==> src/rtl/crc32_pkg.sv <==
// Shared constants, state encoding and the serial CRC-32 update for the crc32_engine slice.
package crc32_pkg;

   localparam logic [31:0] CRC32_POLY    = 32'h04C11DB7;
   localparam logic [31:0] CRC32_INIT    = 32'hFFFFFFFF;
   localparam logic [31:0] CRC32_RESIDUE = 32'hC704DD7B;

   typedef enum logic [1:0] {
      IDLE,
      CALC,
      APPEND
   } crc32_state_e;

   // Applies data[width-1] downto data[0], MSB-first, non-reflected.
   function automatic logic [31:0] crc32_step(input logic [31:0] crc,
                                              input logic [7:0]  data,
                                              input int          width);
      logic [31:0] c;
      c = crc;
      for (int i = 7; i >= 0; i--) begin
         if (i < width) begin
            c = {c[30:0], 1'b0} ^ ((c[31] ^ data[i]) ? CRC32_POLY : 32'h0);
         end
      end
      return c;
   endfunction

endpackage

==> src/rtl/crc32_lfsr.sv <==
// Combinational DATA_W-bit parallel CRC-32 update built from the unrolled serial step.
module crc32_lfsr
   import crc32_pkg::*;
#(
   parameter int DATA_W = 8
) (
   input  logic [31:0]       crc_cur,
   input  logic [DATA_W-1:0] data,
   output logic [31:0]       crc_upd
);

   logic [7:0] data_ext;

   assign data_ext = 8'(data);
   assign crc_upd  = crc32_step(crc_cur, data_ext, DATA_W);

endmodule

==> src/rtl/crc32_engine.sv <==
// Streaming Ethernet CRC-32 generator/checker over DATA_W-bit beats.
// Define CRC32_CHECK_EN to build check mode (chk_done/chk_ok); otherwise every frame generates.
module crc32_engine
   import crc32_pkg::*;
#(
   parameter int DATA_W = 8
) (
   input  logic              clk,
   input  logic              rst,
   input  logic              mode,
   input  logic [DATA_W-1:0] din,
   input  logic              din_valid,
   output logic              din_ready,
   input  logic              sof,
   input  logic              eof,
   output logic [31:0]       crc,
   output logic [31:0]       crc_next,
   output logic [DATA_W-1:0] fcs_data,
   output logic              fcs_valid,
   input  logic              fcs_ready,
   output logic              chk_done,
   output logic              chk_ok,
   output logic              abort
);

   localparam int N = 32 / DATA_W;
   localparam int CNT_W = $clog2(N);
   localparam logic [CNT_W-1:0] CNT_LAST = CNT_W'(N - 1);

   if (DATA_W != 4 && DATA_W != 8) begin : gen_bad_width
      $error("crc32_engine: DATA_W must be 4 or 8");
   end

   crc32_state_e      state_q, state_d;
   logic [31:0]       crc_q, crc_d, crc_seed, crc_upd, fcs_shift;
   logic [CNT_W-1:0]  cnt_q, cnt_d;
   logic [DATA_W-1:0] fcs_data_q, fcs_data_d, fcs_first;
   logic              fcs_valid_q, fcs_valid_d;
   logic              abort_q, abort_d;
   logic              accept, frame_chk, chk_fire;

   assign din_ready = (state_q != APPEND);
   assign accept    = din_valid & din_ready;
   assign crc_seed  = (accept && sof) ? CRC32_INIT : crc_q;

   crc32_lfsr #(
      .DATA_W (DATA_W)
   ) u_lfsr (
      .crc_cur (crc_seed),
      .data    (din),
      .crc_upd (crc_upd)
   );

   assign fcs_first = ~crc_upd[31 -: DATA_W];
   // crc holds during APPEND, so beat k+1 is just the complemented register shifted up.
   assign fcs_shift = ~crc_q << (DATA_W * (int'(cnt_q) + 1));

   always_comb begin
      state_d     = state_q;
      crc_d       = crc_q;
      cnt_d       = cnt_q;
      fcs_valid_d = fcs_valid_q;
      fcs_data_d  = fcs_data_q;
      abort_d     = 1'b0;
      chk_fire    = 1'b0;
      unique case (state_q)
         IDLE, CALC: begin
            if (accept && (sof || state_q == CALC)) begin
               crc_d   = crc_upd;
               abort_d = sof && (state_q == CALC);
               state_d = CALC;
               if (eof) begin
                  if (frame_chk) begin
                     state_d  = IDLE;
                     chk_fire = 1'b1;
                  end else begin
                     state_d     = APPEND;
                     cnt_d       = '0;
                     fcs_valid_d = 1'b1;
                     fcs_data_d  = fcs_first;
                  end
               end
            end
         end
         APPEND: begin
            if (fcs_valid_q && fcs_ready) begin
               if (cnt_q == CNT_LAST) begin
                  state_d     = IDLE;
                  crc_d       = CRC32_INIT;
                  cnt_d       = '0;
                  fcs_valid_d = 1'b0;
                  fcs_data_d  = '0;
               end else begin
                  cnt_d      = cnt_q + 1'b1;
                  fcs_data_d = fcs_shift[31 -: DATA_W];
               end
            end
         end
         default: state_d = IDLE;
      endcase
   end

   always_ff @(posedge clk or posedge rst) begin
      if (rst) begin
         state_q     <= IDLE;
         crc_q       <= CRC32_INIT;
         cnt_q       <= '0;
         fcs_valid_q <= 1'b0;
         fcs_data_q  <= '0;
         abort_q     <= 1'b0;
      end else begin
         state_q     <= state_d;
         crc_q       <= crc_d;
         cnt_q       <= cnt_d;
         fcs_valid_q <= fcs_valid_d;
         fcs_data_q  <= fcs_data_d;
         abort_q     <= abort_d;
      end
   end

`ifdef CRC32_CHECK_EN
   logic mode_q, chk_done_q, chk_ok_q;

   // A sof beat carries its own mode; later beats use the latched one.
   assign frame_chk = sof ? mode : mode_q;

   always_ff @(posedge clk or posedge rst) begin
      if (rst) begin
         mode_q     <= 1'b0;
         chk_done_q <= 1'b0;
         chk_ok_q   <= 1'b0;
      end else begin
         if (accept && sof) begin
            mode_q <= mode;
         end
         chk_done_q <= chk_fire;
         chk_ok_q   <= chk_fire && (crc_upd == CRC32_RESIDUE);
      end
   end

   assign chk_done = chk_done_q;
   assign chk_ok   = chk_ok_q;
`else
   logic [1:0] unused_chk;

   assign unused_chk = {mode, chk_fire};
   assign frame_chk  = 1'b0;
   assign chk_done   = 1'b0;
   assign chk_ok     = 1'b0;
`endif

   assign crc       = crc_q;
   assign crc_next  = crc_d;
   assign fcs_data  = fcs_data_q;
   assign fcs_valid = fcs_valid_q;
   assign abort     = abort_q;

endmodule

==> config.mk <==
export PLATFORM = sky130hd
export DESIGN_NAME = crc32_engine
export DESIGN_NICKNAME = d
export VERILOG_FILES = /design/src/rtl/crc32_pkg.sv /design/src/rtl/crc32_lfsr.sv /design/src/rtl/crc32_engine.sv
export SDC_FILE = /design/constraint.sdc
export NUM_CORES = 1
export LEC_CHECK = 0
export BUFFER_PORTS_ARGS = -buffer_cell sky130_fd_sc_hd__buf_2
export CORE_UTILIZATION = 49
export DETAILED_ROUTE_END_ITERATION = 12
export PLACE_DENSITY = 0.77
export SETUP_SLACK_MARGIN = 0.02
export SYNTH_ARGS = -nofsm -noshare
export SYNTH_HDL_FRONTEND = slang
export SYNTH_HIERARCHICAL = 1
export SYNTH_SLANG_ARGS = --single-unit
==> constraint.sdc <==
create_clock -name clk -period 4.4 [get_ports clk]
set_clock_uncertainty 0.1 [all_clocks]
set_input_delay 1.1 -clock clk [delete_from_list [all_inputs] [get_ports clk]]
set_output_delay 1.1 -clock clk [all_outputs]
set_load 0.03 [all_outputs]
==> metrics.csv, run 1 <==
metric,value,unit
largest fanout on the critical path,7,
fraction of layout instances using a drive strength above 1,0.6793,
Worst Slack Setup Final,-0.1366,ns
Detailed Routing Iterations Pass 1,4,
crit path capture type,output pin,
die outline width,87.67,microns
relative max-transition margin,0.3859,
critical path's most frequent cell,buf_6,
yosys synthesis warning count,6,
cell count of the worst hold path,1,
total number of vias,3197,
most used cells in the layout excluding fill and tap cells,"59 x buf_2, 49 x buf_4, 38 x buf_6",
type of the tightest min-delay check,flop to flop,
remaining antenna violation count after routing,0,
maximum buffer depth of the clock tree,2,
HP Start,fcs_data[4],
syn_area_per_cell,11.42,sq um
# H-tree levels,2,
GRT met3 Usage,0.04336,
final critical delay including setup and external delays,4.537,ns
total cell area at the placement stage,4454,sq um
clock tree from TritonCTS,done,
post-synth cell types,37,
area share of the leading cell type in the synthesized netlist,0.2338,
setup repair after global routing missed its margin,yes,
met2 GRT Util,0.4560,
category of the critical setup timing path,input pin to output pin,
critical register-to-register path endpoint,crc[3],
"leading cell type in the layout, fill and taps excluded",buf_2,
per-cell routed wire length,20.84,microns
max cap viols,0,
critical register-to-register path startpoint,state_q[0],
CP required,3.20,ns
first-iteration detailed-routing DRC count,306,
Final Hold Vio Count,0,
core area,6944,sq um
clock transition at the registers of the reported paths,0.09,ns
area of the mapped netlist,3596,sq um
initial antenna violation count,0,
CP Cell Sequence,"buf_8, nand2_8, nor2_4, or2_4, xnor2_4, buf_6, xnor3_2, xor2_1, or3b_4, nand3_4, buf_6",
site row count,30,
"reg-to-reg slack, setup",1.48,ns
number of global-route vias before repair,2952,
"Seq/Total Area, Yosys",0.3312,
number of vias per cell after detailed routing,5.866,
number of buffers created by CTS,5,
Min-Delay Endpoint,fcs_data[4],
cell accounting for the most synthesized area,dfstp_2,
floorplan die height,87.67,microns
final-report max-slew violation count,0,
"Slowest-stage cell, CP",xnor3_2,
post-route DRC violation count,0,
routability congestion estimate,0.8732,
starting utilization of the core area,0.5178,
met1 Usage GRT,0.3767,
synthesized netlist cell count,315,
Congestion Overflow GR,0,
die area,7685,sq um
final cycle utilization of the critical path,1.031,
f_max,220.4,MHz
global-route wire length before repair,15880,microns
clock sink count,46,
post-placement worst setup slack,-0.8235,ns
cells on worst reg2reg path,12,
count of state elements after synthesis,46,
clock latency of the later-clocked register in the worst-skew pair,0.31,ns
area added between synthesis and finish,44.78,%
post-DP HPWL,6534,microns
aggregate negative setup slack,-0.7765,ns
CTS root buf,clkbuf_8,
routing layer with the top usage in global route,met2,
Synth area leaders,"dfstp_2 23%, dfrtp_1 9.7%, xnor2_4 6.1%",
total global routing track utilization,0.2784,
"wirelength, routed",11360,microns
status,"complete, but fails checks",
final number of setup-violating endpoints,17,
count of input and output buffers,88,
measured slew at the worst slew-check pin,0.9211,ns
arrival time of the worst setup path,3.34,ns
largest net degree at the start of global routing,67,
Top Ports,92,
diode count,0,
final design instance area without fill,5206,sq um
Worst setup SP type,input pin,
Critical Path Max Stage Delay,0.47,ns
Post-layout nets,465,
failing checks,setup timing,
[registers in the layout, indices dropped and copies added, names as in the netlist]
signal     flops
crc           32
abort          1
fcs_data       8
cnt_q          2
state_q        2
fcs_valid      1
[cells by family after synthesis]
kind of cell,Yosys count,share of synthesized area
compound gates,47,0.07515
xor+xnor,62,0.2717
fa+ha+maj,1,0.003479
buf+inv,33,0.04105
flops,46,0.3312
mux,16,0.07516
other cells,1,0.001043
simple gates,109,0.2011
[critical path, delay by kind of cell]
family | cells | cell delay (ns)
buffers and inverters | 3 | 0.36
AND/OR/NAND/NOR | 5 | 1.04
XOR/XNOR | 3 | 0.83
[per-layer routing]
layer,wire [microns],share of wire
met2,5587,0.49
met3,675,0.059
met5,0,0
met1,4769,0.42
met4,325,0.029
[synth_stat cells, drive strengths merged]
cell,number
xor3,8
a21oi,1
o21ai,33
dfrtp,14
dfstp,32
nand4b,1
ha,1
or3b,33
a21o,2
o22ai,9
nand2b,1
nand3,33
a211oi,1
nor3,1
nor2b,1
nor3b,1
xor2,8
clkbuf,17
buf,10
mux2,8
mux4,8
o31ai,1
conb,1
or3,1
or2,33
xnor2,36
nor2,2
inv,6
xnor3,10
nand2,2
[how the worst max path moves through the flow]
| stage | start | to | slack (ns) | cells past startpoint |
|---|---|---|---|---|
| after floorplan | sof | crc_next[24] | 0.008 | 9 |
| after global placement | sof | crc_next[27] | -0.80 | 11 |
| after detailed placement | din_valid | crc_next[24] | -0.82 | 10 |
| after CTS | din_valid | crc_next[14] | -0.13 | 12 |
| after global routing | sof | crc_next[24] | -0.18 | 11 |
| final | sof | crc_next[24] | -0.14 | 11 |
[through the flow]
step	std cells	hold WS (ns)	utilization
after floorplan	316	0.3717	-
after global routing	545	0.4277	0.7497
final	545	0.4108	0.7497
after global placement	514	0.3859	0.6414
after detailed placement	514	0.3937	0.6414
after CTS	537	0.4144	0.7146
[cell type report]
cell class / count / area [sq um]
multi-input cells: 238 / 2592
clock buffers: 5 / 68.82
flip-flops and latches: 46 / 1191
fillers: 448 / 1738
inverters: 6 / 22.52
well taps: 96 / 120.1
clock inverters: 2 / 10.01
repair buffers: 152 / 1201
[timing repair]
item | CTS | global route
endpoints found under the hold margin | 0 | 0
hold buffers | 0 | 0
pin swaps | 23 | 18
setup endpoints to repair | 32 | 29
cloned | 1 | 0
gates resized for setup | 75 | 40
buffers inserted | 15 | 8
Power of run 1 is left out: the tool's default activity adds up to more than one toggle a clock period on the data nets, which glitch-free logic cannot reach.
==> run 2: changes to the inputs <==
--- a/config.mk
+++ b/config.mk
@@ -9,7 +9,7 @@
 export CORE_UTILIZATION = 49
 export DETAILED_ROUTE_END_ITERATION = 12
 export PLACE_DENSITY = 0.77
-export SETUP_SLACK_MARGIN = 0.02
+export SETUP_SLACK_MARGIN = 0.5
 export SYNTH_ARGS = -nofsm -noshare
 export SYNTH_HDL_FRONTEND = slang
 export SYNTH_HIERARCHICAL = 1
==> metrics.csv, run 2 (synthesis results as in run 1) <==
metric,value,unit
status,"complete, but fails checks",
failing checks,setup timing,
"Slowest-stage cell, CP",xnor3_2,
Congestion Overflow GR,0,
setup repair after global routing missed its margin,yes,
Post-layout nets,481,
relative max-transition margin,0.3045,
Detailed Routing Iterations Pass 1,4,
clock latency of the later-clocked register in the worst-skew pair,0.32,ns
Worst setup SP type,input pin,
post-DP HPWL,6752,microns
measured slew at the worst slew-check pin,1.043,ns
clock tree from TritonCTS,done,
CTS root buf,clkbuf_8,
Final Hold Vio Count,0,
type of the tightest min-delay check,flop to flop,
core area,6944,sq um
Setup crit start,din_valid,
floorplan die height,87.67,microns
clock sink count,46,
maximum buffer depth of the clock tree,2,
category of the critical setup timing path,input pin to output pin,
fraction of layout instances using a drive strength above 1,0.7575,
final cycle utilization of the critical path,1.037,
max FFs per register,32,
Top Ports,92,
die outline width,87.67,microns
total number of vias,3367,
most used cells in the layout excluding fill and tap cells,"59 x buf_6, 54 x buf_2, 46 x buf_4",
CP Cell Sequence,"buf_8, nand2_8, nor2_4, buf_6, or2_4, xnor2_4, xnor3_2, xor2_1, or3b_4, nand3_4, buf_6",
"reg-to-reg slack, setup",1.32,ns
largest net degree at the start of global routing,67,
"wirelength, routed",13000,microns
"leading cell type in the layout, fill and taps excluded",buf_6,
arrival time of the worst setup path,3.36,ns
family with the most delay on the worst path,XOR/XNOR gates,
sum of buffers and inverters on the critical path,3,
critical register-to-register path startpoint,state_q[1],
crit path capture type,output pin,
number of buffers created by CTS,5,
Filler cells,325,
area added between synthesis and finish,62.84,%
critical path's most frequent cell,buf_6,
first-iteration detailed-routing DRC count,205,
CP required,3.20,ns
total global routing track utilization,0.3107,
diode count,0,
largest fanout on the critical path,5,
final number of setup-violating endpoints,23,
Critical Path Max Stage Delay,0.48,ns
remaining antenna violation count after routing,0,
global-route wire length before repair,17480,microns
die area,7685,sq um
per-cell routed wire length,23.14,microns
site row count,30,
HP Start,fcs_data[6],
clock transition at the registers of the reported paths,0.11,ns
aggregate negative setup slack,-2.021,ns
routability congestion estimate,0.9236,
post-route DRC violation count,0,
Worst Slack Setup Final,-0.1609,ns
starting utilization of the core area,0.5178,
final critical delay including setup and external delays,4.561,ns
number of vias per cell after detailed routing,5.991,
count of input and output buffers,88,
f_max,219.3,MHz
number of global-route vias before repair,3237,
initial antenna violation count,0,
# H-tree levels,2,
max cap viols,0,
final-report max-slew violation count,0,
## run 2: cell count changes in the layout (fill, tap and decap cells not counted), sizes merged
cell / before / now
buf: 152 / 168
bufinv: 0 / 2
clkinv: 3 / 1
inv: 5 / 6
## run 2: cell type report
type                       count  area (sq um)  area share
clock buffer                   5         68.82     0.01175
clock inverter                 3         68.82     0.01175
inverter                       6         22.52    0.003846
multi-input combinational    238          2939      0.5019
sequential                    46          1191      0.2034
tap                           96         120.1     0.02051
timing repair buffer         168          1445      0.2468
## run 2: metal layers
layer | vias to the layer above | GRT usage | wire length, microns
met3 | 44 | 0.06409 | 1070
li1 | 1408 | - | -
met5 | - | 0 | 0
met1 | 1717 | 0.3935 | 4947
met2 | 198 | 0.5149 | 6561
met4 | 0 | 0.1416 | 425
## run 2: metrics by stage
step	worst slack [ns]	hold WS, ns	util	instance area [sq um]	cells
after CTS	-0.07053	0.4157	0.8141	5653	551
final	-0.1609	0.4218	0.8432	5856	562
after global routing	-0.2011	0.4331	0.8432	5856	562
after floorplan	0.1050	0.3717	-	4046	316
after detailed placement	-0.2487	0.3924	0.6912	4800	509
after global placement	-0.2233	0.3885	0.6912	4800	509
## run 2: what timing repair did
action | 4_1_cts | 5_1_grt
cloned | 1 | 0
buffers inserted | 33 | 11
hold buffers | 0 | 0
endpoints found under the setup margin | 32 | 32
gates resized for setup | 107 | 22
pin swaps | 35 | 13
## run 2: worst register-to-register path, cell delays in order, from the launching register on
cell,delay [ns]
dfrtp_1,0.46
nor2b_2,0.37
nor2_4,0.13
buf_6,0.15
or2_4,0.25
xnor2_4,0.28
buf_6,0.19
xnor2_4,0.14
xor3_1,0.24
or3b_1,0.38
nand3_2,0.14
buf_4,0.13
buf_4,0.09
## run 2: path summary, 6_finish.rpt
path,endpoint,cells past startpoint
setup / recovery,crc_next[24],11
hold / removal,fcs_data[6],1
setup reg to reg,crc[8],12
hold reg to reg,fcs_data[6],1
max in group asynchronous,fcs_data[1],2
min in group asynchronous,fcs_data[6],2
Power of run 2 is left out for the same reason.
==> run 3: changes to the inputs <==
--- a/config.mk
+++ b/config.mk
@@ -5,10 +5,11 @@
 export SDC_FILE = /design/constraint.sdc
 export NUM_CORES = 1
 export LEC_CHECK = 0
+export ABC_AREA = 1
 export BUFFER_PORTS_ARGS = -buffer_cell sky130_fd_sc_hd__buf_2
 export CORE_UTILIZATION = 49
 export DETAILED_ROUTE_END_ITERATION = 12
-export PLACE_DENSITY = 0.77
+export PLACE_DENSITY = 0.76
 export SETUP_SLACK_MARGIN = 0.5
 export SYNTH_ARGS = -nofsm -noshare
 export SYNTH_HDL_FRONTEND = slang
==> metrics.csv, run 3 <==
metric,value,unit
Worst setup SP type,input pin,
# H-tree levels,2,
number of vias per cell after detailed routing,5.631,
clock transition at the registers of the reported paths,0.09,ns
met2 wire length,6598,microns
top_reg_cell synth,dfstp_2,
Post-layout nets,696,
category of the critical setup timing path,input pin to output pin,
diode count,0,
remaining antenna violation count after routing,0,
area of the mapped netlist,3822,sq um
most frequent cells after synthesis,"224 x nand2_1, 63 x inv_1, 37 x xor2_1, 32 x dfstp_2, 31 x nand3_1",
setup repair after global routing missed its margin,yes,
count of state elements after synthesis,46,
arrival time of the worst setup path,3.03,ns
per-cell routed wire length,17.64,microns
final critical delay including setup and external delays,4.232,ns
cell count of the worst hold path,2,
"Seq/Total Area, Yosys",0.3116,
Filler cells,472,
HP Start,fcs_data[1],
count of input and output buffers,88,
initial antenna violation count,0,
number of enable-type register cells in the synthesized netlist,0,
clock sink count,46,
crit path capture type,output pin,
area added between synthesis and finish,46.61,%
first-iteration detailed-routing DRC count,550,
post-synth cell types,32,
largest fanout on the critical path,7,
post-route DRC violation count,0,
total number of vias,4392,
relative max-transition margin,0.6128,
critical register-to-register path startpoint,state_q[1],
site row count,31,
M1 WL,5060,microns
Top Ports,92,
measured slew at the worst slew-check pin,0.5808,ns
Synth area leaders,"dfstp_2 22%, nand2_1 22%, dfrtp_1 9.2%",
clock tree from TritonCTS,done,
die area,8158,sq um
f_max,236.3,MHz
largest net degree at the start of global routing,47,
aggregate negative setup slack,0,ns
max FFs per register,32,
cell accounting for the most synthesized area,dfstp_2,
max cap viols,0,
synthesized netlist cell count,530,
post-DP HPWL,7885,microns
type of the tightest min-delay check,flop to flop,
cells on worst reg2reg path,31,
Detailed Routing Iterations Pass 1,6,
critical register-to-register path endpoint,crc[13],
Top Metal Used,met4,
floorplan die height,90.32,microns
clock latency of the later-clocked register in the worst-skew pair,0.31,ns
starting utilization of the core area,0.5160,
number of global-route vias before repair,3875,
length of routed met3 wiring,1530,microns
number of buffers created by CTS,5,
footprint of the multi-input gates,2731,sq um
post-synthesis async set-or-reset flop share,1.000,
most used cells in the layout excluding fill and tap cells,"191 x nand2_1, 92 x buf_4, 58 x buf_2",
Congestion Overflow GR,0,
status,finished clean,
Min-Delay Endpoint,fcs_data[1],
final number of setup-violating endpoints,0,
"wirelength, routed",13760,microns
total global routing track utilization,0.2925,
yosys synthesis warning count,6,
"leading cell type in the layout, fill and taps excluded",nand2_1,
core area,7408,sq um
die outline width,90.32,microns
CP required,3.20,ns
maximum buffer depth of the clock tree,2,
Final Instance Count excl. Fillers,780,
global-route wire length before repair,19160,microns
Cell Count Post-Placement,709,
Register Area,1191,sq um
most numerous cell in the Yosys netlist,nand2_1,
"reg-to-reg slack, setup",0.37,ns
syn_area_per_cell,7.212,sq um
Final Hold Vio Count,0,
CTS root buf,clkbuf_8,
final cycle utilization of the critical path,0.9619,
routability congestion estimate,0.8856,
final-report max-slew violation count,0,
fraction of layout instances using a drive strength above 1,0.4670,
area share of the leading cell type in the synthesized netlist,0.2200,
## run 3: layer usage
metal / global-route usage / up-vias
met2: 0.4917 / 339
li1: - / 1910
met4: 0.1156 / 0
met5: 0 / -
met1: 0.3788 / 2079
met3: 0.04293 / 64
## run 3: kinds of logic (layout without fill, tap and decap cells)
family / Yosys count / after routing / synth area share
buffers and inverters: 90 / 240 / 0.1106
AND/OR/NAND/NOR: 303 / 303 / 0.3581
AO/OA/AOI/OAI: 34 / 34 / 0.07463
flip-flops: 46 / 46 / 0.3116
other: 1 / 2 / 0.0009811
XOR/XNOR: 55 / 55 / 0.1408
adder cells (fa/ha/maj): 1 / 1 / 0.003273
## run 3: area by class of cell
| cell class | count | share of cell area |
|---|---|---|
| Clock buffer | 5 | 0.01228 |
| Clock inverter | 3 | 0.002902 |
| Inverter | 69 | 0.04934 |
| Multi-Input combinational cell | 395 | 0.4874 |
| Sequential cell | 46 | 0.2125 |
| Tap cell | 99 | 0.02210 |
| Timing Repair Buffer | 163 | 0.2134 |
## run 3: critical path, cell delays in order
cell and delay, ns:
buf_8 0.08, nand3_4 0.12, buf_12 0.19, nand2_2 0.10
inv_2 0.05, nand2_2 0.12, nand2_8 0.11, xnor2_4 0.20
xor2_1 0.31, nand2_1 0.12, nand2_1 0.09, inv_1 0.04
nand2_1 0.06, o211ai_1 0.12, buf_4 0.22
## run 3: worst max-delay path by stage
stage / start / slack, ns / depth (start not counted) / to
after floorplan: din_valid / 0.52 / 12 / crc_next[15]
after global placement: din_valid / 0.10 / 15 / crc_next[23]
after detailed placement: din_valid / 0.09 / 18 / crc_next[8]
after CTS: sof / 0.33 / 15 / crc_next[23]
after global routing: din_valid / 0.08 / 15 / crc_next[14]
final: din_valid / 0.17 / 15 / crc_next[14]
## run 3: per-stage QoR
step                      worst slack [ns]  instance area, sq um  hold WS, ns  utilization
after floorplan                     0.5248                  3829       0.3459            -
after global routing               0.07852                  5604       0.4131       0.7565
after global placement              0.1029                  4344       0.3582       0.5864
final                               0.1678                  5604       0.3787       0.7565
after CTS                           0.3319                  5224       0.3866       0.7051
after detailed placement           0.08903                  4344       0.3643       0.5864
## run 3: repair_timing
action,4_1_cts,5_1_grt
buffers inserted,44,17
gates cloned,2,0
pin swaps,51,39
hold buffers,0,0
setup endpoints to repair,30,30
gates resized for setup,102,51
Power of run 3 is left out for the same reason.
